File: src/rtl/jump_sprite_ctrl.sv
// jump_sprite_ctrl: frame-stepped jump/duck FSM with parabolic lift and a 2-stage sprite pixel pipeline
module jump_sprite_ctrl #(
  parameter int JUMP_FRAMES = 60,
  parameter int HEIGHT_DIV  = 6,
  parameter int GROUND_Y    = 402,
  parameter int SPRITE_X    = 80,
  parameter int SPRITE_W    = 82,
  parameter int STAND_H     = 88,
  parameter int DUCK_H      = 52
) (
  input  logic        clk,
  input  logic        RESET_N,
  input  logic        fresh,
  input  logic        game_status,
  input  logic        START,
  input  logic        button_jump,
  input  logic        button_duck,
  input  logic [8:0]  row_addr,
  input  logic [9:0]  col_addr,
  output logic [12:0] sprite_addr,
  output logic        sprite_sel,
  input  logic        sprite_bit,
  output logic        px,
  output logic [11:0] height,
  output logic        airborne,
  output logic [1:0]  state
);
  typedef enum logic [1:0] {IDLE = 2'd0, AIR = 2'd1, DUCK = 2'd2} state_t;
  state_t r_state, w_state_nx;
  logic r_fresh_s1, r_fresh_s2, r_fresh_d, w_tick;
  logic [7:0] r_t, w_t_nx;
  logic [8:0] w_t_adv;
  logic [15:0] w_t16, w_num;
  logic signed [15:0] w_row, w_col, w_bot, w_top, w_h;
  logic w_in_box, r_in_box;
  logic [12:0] w_addr;
  assign w_tick  = r_fresh_d & ~r_fresh_s2;
  assign w_t_adv = {1'b0, r_t} + (button_duck ? 9'd2 : 9'd1);
  assign state   = r_state;
  always_comb begin
    w_state_nx = r_state;
    w_t_nx = r_t;
    if (w_tick && game_status) begin
      case (r_state)
        IDLE: begin
          if (button_jump) begin
            w_state_nx = AIR;
            w_t_nx = 8'd1;
          end else if (button_duck) w_state_nx = DUCK;
        end
        DUCK: begin
          if (button_jump) begin
            w_state_nx = AIR;
            w_t_nx = 8'd1;
          end else if (!button_duck) w_state_nx = IDLE;
        end
        AIR: begin
          if (w_t_adv >= 9'(JUMP_FRAMES)) begin
            w_state_nx = IDLE;
            w_t_nx = '0;
          end else w_t_nx = w_t_adv[7:0];
        end
        default: begin
          w_state_nx = IDLE;
          w_t_nx = '0;
        end
      endcase
    end else if (w_tick && START) begin
      w_state_nx = IDLE;
      w_t_nx = '0;
    end
  end
  // Lift is t*(JUMP_FRAMES - t)/HEIGHT_DIV in 16-bit unsigned arithmetic
  assign w_t16 = {8'd0, r_t};
  assign w_num = w_t16 * 16'(JUMP_FRAMES) - w_t16 * w_t16;
  assign w_row = {7'd0, row_addr};
  assign w_col = {6'd0, col_addr};
  assign w_h   = (r_state == DUCK) ? 16'(DUCK_H) : 16'(STAND_H);
  assign w_bot = 16'(GROUND_Y) - {4'd0, height};
  assign w_top = w_bot - w_h;
  assign w_in_box = (w_row >= w_top) && (w_row < w_bot) &&
                    (w_col >= 16'(SPRITE_X)) && (w_col < 16'(SPRITE_X + SPRITE_W));
  assign w_addr = 13'((16'(SPRITE_X + SPRITE_W - 1) - w_col) + (w_row - w_top) * 16'(SPRITE_W));
  always_ff @(posedge clk or negedge RESET_N) begin
    if (!RESET_N) begin
      r_fresh_s1  <= 1'b0;
      r_fresh_s2  <= 1'b0;
      r_fresh_d   <= 1'b0;
      r_state     <= IDLE;
      r_t         <= '0;
      airborne    <= 1'b0;
      sprite_sel  <= 1'b0;
      height      <= '0;
      r_in_box    <= 1'b0;
      sprite_addr <= '0;
      px          <= 1'b0;
    end else begin
      r_fresh_s1  <= fresh;
      r_fresh_s2  <= r_fresh_s1;
      r_fresh_d   <= r_fresh_s2;
      r_state     <= w_state_nx;
      r_t         <= w_t_nx;
      airborne    <= (w_state_nx == AIR);
      sprite_sel  <= (w_state_nx == DUCK);
      height      <= (r_t == '0) ? '0 : 12'(w_num / 16'(HEIGHT_DIV));
      r_in_box    <= w_in_box;
      sprite_addr <= w_in_box ? w_addr : '0;
      px          <= r_in_box & sprite_bit;
    end
  end
endmodule

File: config.mk
export PLATFORM = sky130hd
export DESIGN_NAME = jump_sprite_ctrl
export DESIGN_NICKNAME = d
export VERILOG_FILES = /design/src/rtl/jump_sprite_ctrl.sv
export SDC_FILE = /design/constraint.sdc
export NUM_CORES = 1
export LEC_CHECK = 0
export ABC_AREA = 1
export BUFFER_PORTS_ARGS = -buffer_cell sky130_fd_sc_hd__buf_2
export CORE_ASPECT_RATIO = 0.75
export CORE_MARGIN = 10
export CORE_UTILIZATION = 57
export CTS_CLUSTER_DIAMETER = 100
export DETAILED_ROUTE_END_ITERATION = 12
export PLACE_DENSITY = 0.86
export SETUP_SLACK_MARGIN = 0.4
export SYNTH_ARGS = -nofsm -noshare
export SYNTH_HDL_FRONTEND = slang
export SYNTH_SLANG_ARGS = --single-unit
File: constraint.sdc
create_clock -name clk -period 9.61 [get_ports clk]
set_input_delay 0.961 -clock clk [delete_from_list [all_inputs] [get_ports clk]]
set_output_delay 0.961 -clock clk [all_outputs]
set_load 0.03 [all_outputs]
==> results by group, run 1 <==
Status
  – Status: complete, no violations

Timing
  – Fin Clk Skew: 7.088 ps
  – RSZ-0062 raised after global routing: yes
  – Final WS setup: 598.8 ps
  – Fin crit share: 0.9377
  – Final setup fails: 0
  – Final setup TNS: 0 ps
  – Slew margin rel.: 0.3602
  – Final min period: 9011 ps
  – Final Slew Violations: 0
  – FMAX: 0.1110 GHz
  – Final hold vios: 0
  – Slew @ Worst Pin: 959.8 ps

Die
  – Initial Util: 0.5888
  – Chip height: 118.2 um
  – Die width: 150.9 um
  – Die area: 17,830 sq um
  – Total I/O pin count: 57
  – Num rows: 35
  – Core Area: 12,440 sq um

Global route
  – GRT Overall Usage: 0.1849
  – Largest net degree at the start of global routing: 43
  – Global-route wire length before repair: 28.10 mm
  – Number of global-route vias before repair: 6,199
  – Remaining Overflow, GRT: 0
  – Antenna violations before repair: 0

Synth
  – Share of flip-flops with an asynchronous set or reset: 1.000
  – Mapped cell area: 7323 sq um
  – Register area share after synthesis: 0.1435
  – Yosys synthesis warning count: 0
  – Number of synthesized flops with an enable pin: 0
  – Area leader, netlist: ha_1
  – Top-count cell post-synth: inv_1
  – Synth Register Bits: 42
  – Commonest cells post-synth: inv_1 (207), nand2_1 (182), ha_1 (119)
  – Post-synth net total: 1,166
  – Largest family of logic cells by synthesized area: adder cells
  – Adder-Cell Fraction of Synth Area: 0.3619
  – Area contributors post-synth: ha_1 (20%), fa_1 (16%), dfrtp_1 (14%)
  – Synth top area share: 0.2033
  – Distinct cells, synth: 41
  – Compound-Gate Fraction of Synth Area: 0.1030
  – Main flop type after synthesis: dfrtp_1
  – Syn Inst Count: 962
  – Syn_area_per_cell: 7.613 sq um
  – XOR/XNOR share of the synthesized area: 0.08970
  – Mux cell area share after synthesis: 0
  – Synth Area in Simple Gates: 0.1890

Layout
  – Synth-to-Final Area Change: 13.99%
  – # diodes: 0
  – Layout Nets: 1,242
  – Layout cells sized above 1: 0.1761

Worst setup path
  – Buf/Inv on CP: 8
  – CP Capture Type: flop
  – Crit Path Category: reg2reg
  – Crit Path Max Fanout: 7
  – Max stage delay on crit path: 550 ps
  – CP delay by family, top: adder cells
  – Data arrival time of the critical path: 9190 ps
  – Worst-path cell with the longest stage delay: fa_1
  – Critical Path RT: 9790 ps
  – Setup crit start kind: flop

Flow run
  – Max-cap violations: 0

Placement
  – Setup WS pre-CTS: 441.7 ps
  – Final GP Congestion: 0.9208
  – Hpwl dp: 13.51 mm
  – I/O Buffers: 56

Clock network
  – Clock Latency Late Sink: 290 ps
  – Clk buf depth: 2
  – Cts hold-fix bufs: 0
  – Max H-tree Level: 2
  – CTS buffer count: 5
  – Num Clock Sinks: 42
  – Worst-path clk slew: 60 ps
  – CTS tree: done
  – Clock Root Buffer: clkbuf_16

Route
  – Final antenna-violating net count: 0
  – Vias per cell: 5.235
  – DR iter-0 viols: 387
  – Drt wl/cell: 14.48 um
  – Via Count: 6,308
  – Number of remaining DRC errors: 0
  – Drt first pass iters: 5
  – Final WL: 17.45 mm

Hold path
  – Worst Hold Class: reg2reg
==> state kept, by name (all words and copies together) (netlist names) <==
signal,flops
r_in_box,1
r_fresh_d,1
r_t,8
sprite_addr,13
r_fresh_s1,1
airborne,1
px,1
sprite_sel,1
state,2
r_fresh_s2,1
height,12
==> metal layers <==
| metal | global-route usage | share of wire |
|---|---|---|
| met5 | 0 | 0 |
| met3 | 0.03355 | 0.070 |
| met4 | 0.03481 | 0.012 |
| met1 | 0.2508 | 0.45 |
| met2 | 0.3017 | 0.46 |
==> cell families after synthesis <==
| kind of cell | Yosys count |
|---|---|
| AND/OR/NAND/NOR | 323 |
| buffers and inverters | 220 |
| adder cells (fa/ha/maj) | 177 |
| AO/OA/AOI/OAI | 125 |
| XOR/XNOR | 75 |
| flip-flops | 42 |
==> metrics by stage <==
step | instances | util | area [sq um] | hold slack, ps
final | 1205 | 0.6712 | 8348 | 350.4
after CTS | 1190 | 0.6447 | 8018 | 351.0
after global routing | 1205 | 0.6712 | 8348 | 353.6
after floorplan | 962 | - | 7323 | 331.2
after global placement | 1182 | 0.6292 | 7825 | 333.1
after detailed placement | 1182 | 0.6292 | 7825 | 336.5
==> cell type report <==
class / instances / area, sq um
tap: 166 / 207.7
timing repair buffer: 77 / 437.9
inverter: 212 / 799.5
clock buffer: 6 / 128.9
sequential: 42 / 1057
clock inverter: 2 / 37.54
fill: 939 / 4089
multi-input combinational: 700 / 5679
==> final timing paths <==
| path | startpoint | end | slack [ps] | cells past startpoint |
|---|---|---|---|---|
| max | r_t[2] | height[0] | 600 | 55 |
| min | r_fresh_s1 | r_fresh_s2 | 350 | 0 |
| max reg2reg | r_t[2] | height[0] | 600 | 55 |
| min reg2reg | r_fresh_s1 | r_fresh_s2 | 350 | 0 |
| max in group asynchronous | RESET_N | r_t[3] | 8140 | 1 |
| min in group asynchronous | RESET_N | r_fresh_s1 | 820 | 1 |
==> placed cells by master, fill, tap and decap left out, types with 3 or more instances in the layout <==
cell type  count
inv_1        205
nand2_1      168
ha_1         112
fa_1          56
buf_2         56
nor2_1        55
a21oi_1       53
xor2_1        40
dfrtp_1       37
xnor2_1       32
nand3_1       31
nand2_2       29
buf_4         21
o21ai_0       16
o21ai_2       15
nand3_2        9
nor3_1         8
o21bai_1       8
nand4_1        6
inv_2          5
a21oi_2        5
nor2_2         5
clkbuf_16      5
dfrtp_2        5
or2_2          4
o211ai_1       4
a21o_1         4
o22ai_1        4
ha_4           4
o21bai_2       3
ha_2           3
==> what timing repair did <==
action	CTS	global route
pin swaps	1	34
buffers inserted	0	15
endpoints found under the setup margin	1	3
resized for setup	7	56
cloned	0	0
Power of run 1 is not shown: default switching activity piles up to over one toggle a cycle in this logic, so the estimate is an artifact.
==> inputs of run 2 (changes only) <==
--- a/config.mk
+++ b/config.mk
@@ -9,10 +9,10 @@
 export BUFFER_PORTS_ARGS = -buffer_cell sky130_fd_sc_hd__buf_2
 export CORE_ASPECT_RATIO = 0.75
 export CORE_MARGIN = 10
-export CORE_UTILIZATION = 57
+export CORE_UTILIZATION = 30
 export CTS_CLUSTER_DIAMETER = 100
 export DETAILED_ROUTE_END_ITERATION = 12
-export PLACE_DENSITY = 0.86
+export PLACE_DENSITY = 0.56
 export SETUP_SLACK_MARGIN = 0.4
 export SYNTH_ARGS = -nofsm -noshare
 export SYNTH_HDL_FRONTEND = slang
==> run 2 against run 1 <==
Setup slack improved by 150 ps; critical path depth down 2; final cell count increased by 15%; global-route usage down 7.4 points; sequential share of layout area shrank 0.89 points; critical path type unchanged.
==> results by group, run 2 (synthesis gave the netlist of run 1 again) <==
Die
  – Chip height: 155.3 um (+31%)
  – Core Area: 23,970 sq um (+93%)
  – Initial Util: 0.3055 (-0.2833)
  – Num rows: 49 (+40%)
  – Die area: 31,130 sq um (+75%)
  – Die width: 200.4 um (+33%)
  – Total I/O pin count: 57 (unchanged)

Layout
  – Max FFs per register: 13 (unchanged)
  – Synth-to-Final Area Change: 22.50%
  – Layout Nets: 1,258 (+1.3%)
  – # diodes: 0 (unchanged)
  – Most frequent cells in the layout: inv_1 (202), nand2_1 (153), ha_1 (110)
  – Fill cell count: 2,439 (+160%)
  – Commonest non-fill, non-tap cell in the layout: inv_1
  – Largest register by flop count: sprite_addr
  – Layout cells sized above 1: 0.2142 (+0.03809)
  – Biggest registers after layout: sprite_addr: 13 flops, height: 12 flops, r_t: 8 flops

Route
  – Number of remaining DRC errors: 0 (unchanged)
  – Via Count: 6,118 (-3.0%)
  – Uppermost routed layer: met4
  – Final WL: 17.57 mm (+0.73%)
  – Final antenna-violating net count: 0 (unchanged)
  – Wl on met1: 9.405 mm (+19%)
  – Drt first pass iters: 4 (-1)
  – Vias per cell: 4.414 (-16%)
  – Met2 WL post-DR: 7.368 mm (-8.9%)
  – DR iter-0 viols: 281 (-27%)
  – Drt wl/cell: 12.68 um (-12%)
  – Metal3 WL: 616 um (-50%)

Timing
  – Fin crit share: 0.9223 (-0.01535)
  – FMAX: 0.1128 GHz (+1.7%)
  – Final hold vios: 0 (unchanged)
  – RSZ-0062 raised after global routing: no
  – Slew margin rel.: 0.2926 (-0.06757)
  – Final min period: 8864 ps (-147.5 ps)
  – Final setup TNS: 0 ps (unchanged)
  – Slew @ Worst Pin: 1061 ps (+101.4 ps)
  – Final setup fails: 0 (unchanged)
  – Fin Clk Skew: 8.429 ps (+1.341 ps)
  – Final Slew Violations: 0 (unchanged)

Hold path
  – Worst Hold Class: reg2reg
  – Hold depth: 0 (unchanged)

Worst setup path
  – Max stage delay on crit path: 620 ps (+70 ps)
  – Crit Path Category: reg2reg
  – CP Capture Type: flop
  – Worst-path cell with the longest stage delay: fa_2
  – R2R depth: 53 (-3.6%)
  – Setup crit start kind: flop
  – Critical Path RT: 9800 ps (about the same)
  – Crit Path Max Fanout: 5 (-2)
  – Data arrival time of the critical path: 9060 ps (-130 ps)
  – R2R Setup Slk: 750 ps (+150 ps)

Clock network
  – CTS tree: done
  – CTS buffer count: 5 (unchanged)
  – Clock Root Buffer: clkbuf_16
  – Clk buf depth: 2 (unchanged)
  – Worst-path clk slew: 60 ps (about the same)
  – Max H-tree Level: 2 (unchanged)
  – Clock Latency Late Sink: 300 ps (about the same)
  – Num Clock Sinks: 42 (unchanged)

Global route
  – Antenna violations before repair: 0 (unchanged)
  – Global-route wire length before repair: 28.97 mm (+3.1%)
  – GRT Overall Usage: 0.1111 (-0.07382)
  – Largest net degree at the start of global routing: 43 (unchanged)
  – Number of global-route vias before repair: 5,936 (-4.2%)
  – Remaining Overflow, GRT: 0 (unchanged)

Status
  – Status: complete, no violations

Placement
  – Hpwl dp: 14.10 mm (+4.4%)
  – Final GP Congestion: 0.8298 (-9.9%)
  – I/O Buffers: 56 (unchanged)

Flow run
  – Max-cap violations: 0 (unchanged)
run 2: cell types whose count changed in the layout (fill, tap and decap cells not counted), sizes merged:
cell and delta:
clkinvlp -2, inv +1, bufinv +1, buf +16
run 2: cell type report:
cell class              instances  area (sq um)  area share
clock buffers                   6         138.9     0.01548
clock inverters                 2         60.06    0.006695
inverters                     212         795.8     0.08870
multi-input cells             700          5911      0.6589
flip-flops and latches         42          1056      0.1177
well taps                     331         414.1     0.04616
repair buffers                 93         595.6     0.06639
run 2: routing by layer:
metal	vias to the layer above	GRT usage
met2	85	0.1649
met4	0	0.02662
li1	3176	-
met1	2850	0.1643
met5	-	0
met3	7	0.01598
run 2: path summary, 6_finish.rpt:
check                        endpoint        from
min in group asynchronous  sprite_sel     RESET_N
max                         height[0]      r_t[1]
min                        r_fresh_s2  r_fresh_s1
min reg2reg                r_fresh_s2  r_fresh_s1
max reg2reg                 height[0]      r_t[1]
max in group asynchronous      r_t[3]     RESET_N
run 2: critical path, delay by kind of cell, from the launching register on:
kind            cells  cell delay, ps
fa+ha+maj           9            3680
simple gates       22            2100
compound gates     13            1720
buf+inv             8             590
flops               1             470
xor+xnor            1             180
run 2: metrics by stage:
stage / utilization / instance area (sq um) / hold slack (ps) / cells / setup WS (ps)
final: 0.3742 / 8971 / 350.7 / 1386 / 746.4
after global routing: 0.3742 / 8971 / 357.1 / 1386 / 237.0
after CTS: 0.3446 / 8262 / 348.4 / 1359 / 408.0
after detailed placement: 0.3363 / 8061 / 334.7 / 1351 / 408.6
after global placement: 0.3363 / 8061 / 332.5 / 1351 / 531.8
after floorplan: - / 7323 / 331.2 / 962 / 1205
run 2: repair_timing:
action | in CTS | in global routing
gates resized for setup | 1 | 110
pin swaps | 0 | 79
endpoints found under the setup margin | 1 | 3
hold buffers | 0 | 0
buffers inserted | 0 | 27
Power of run 2 is left out for the same reason.
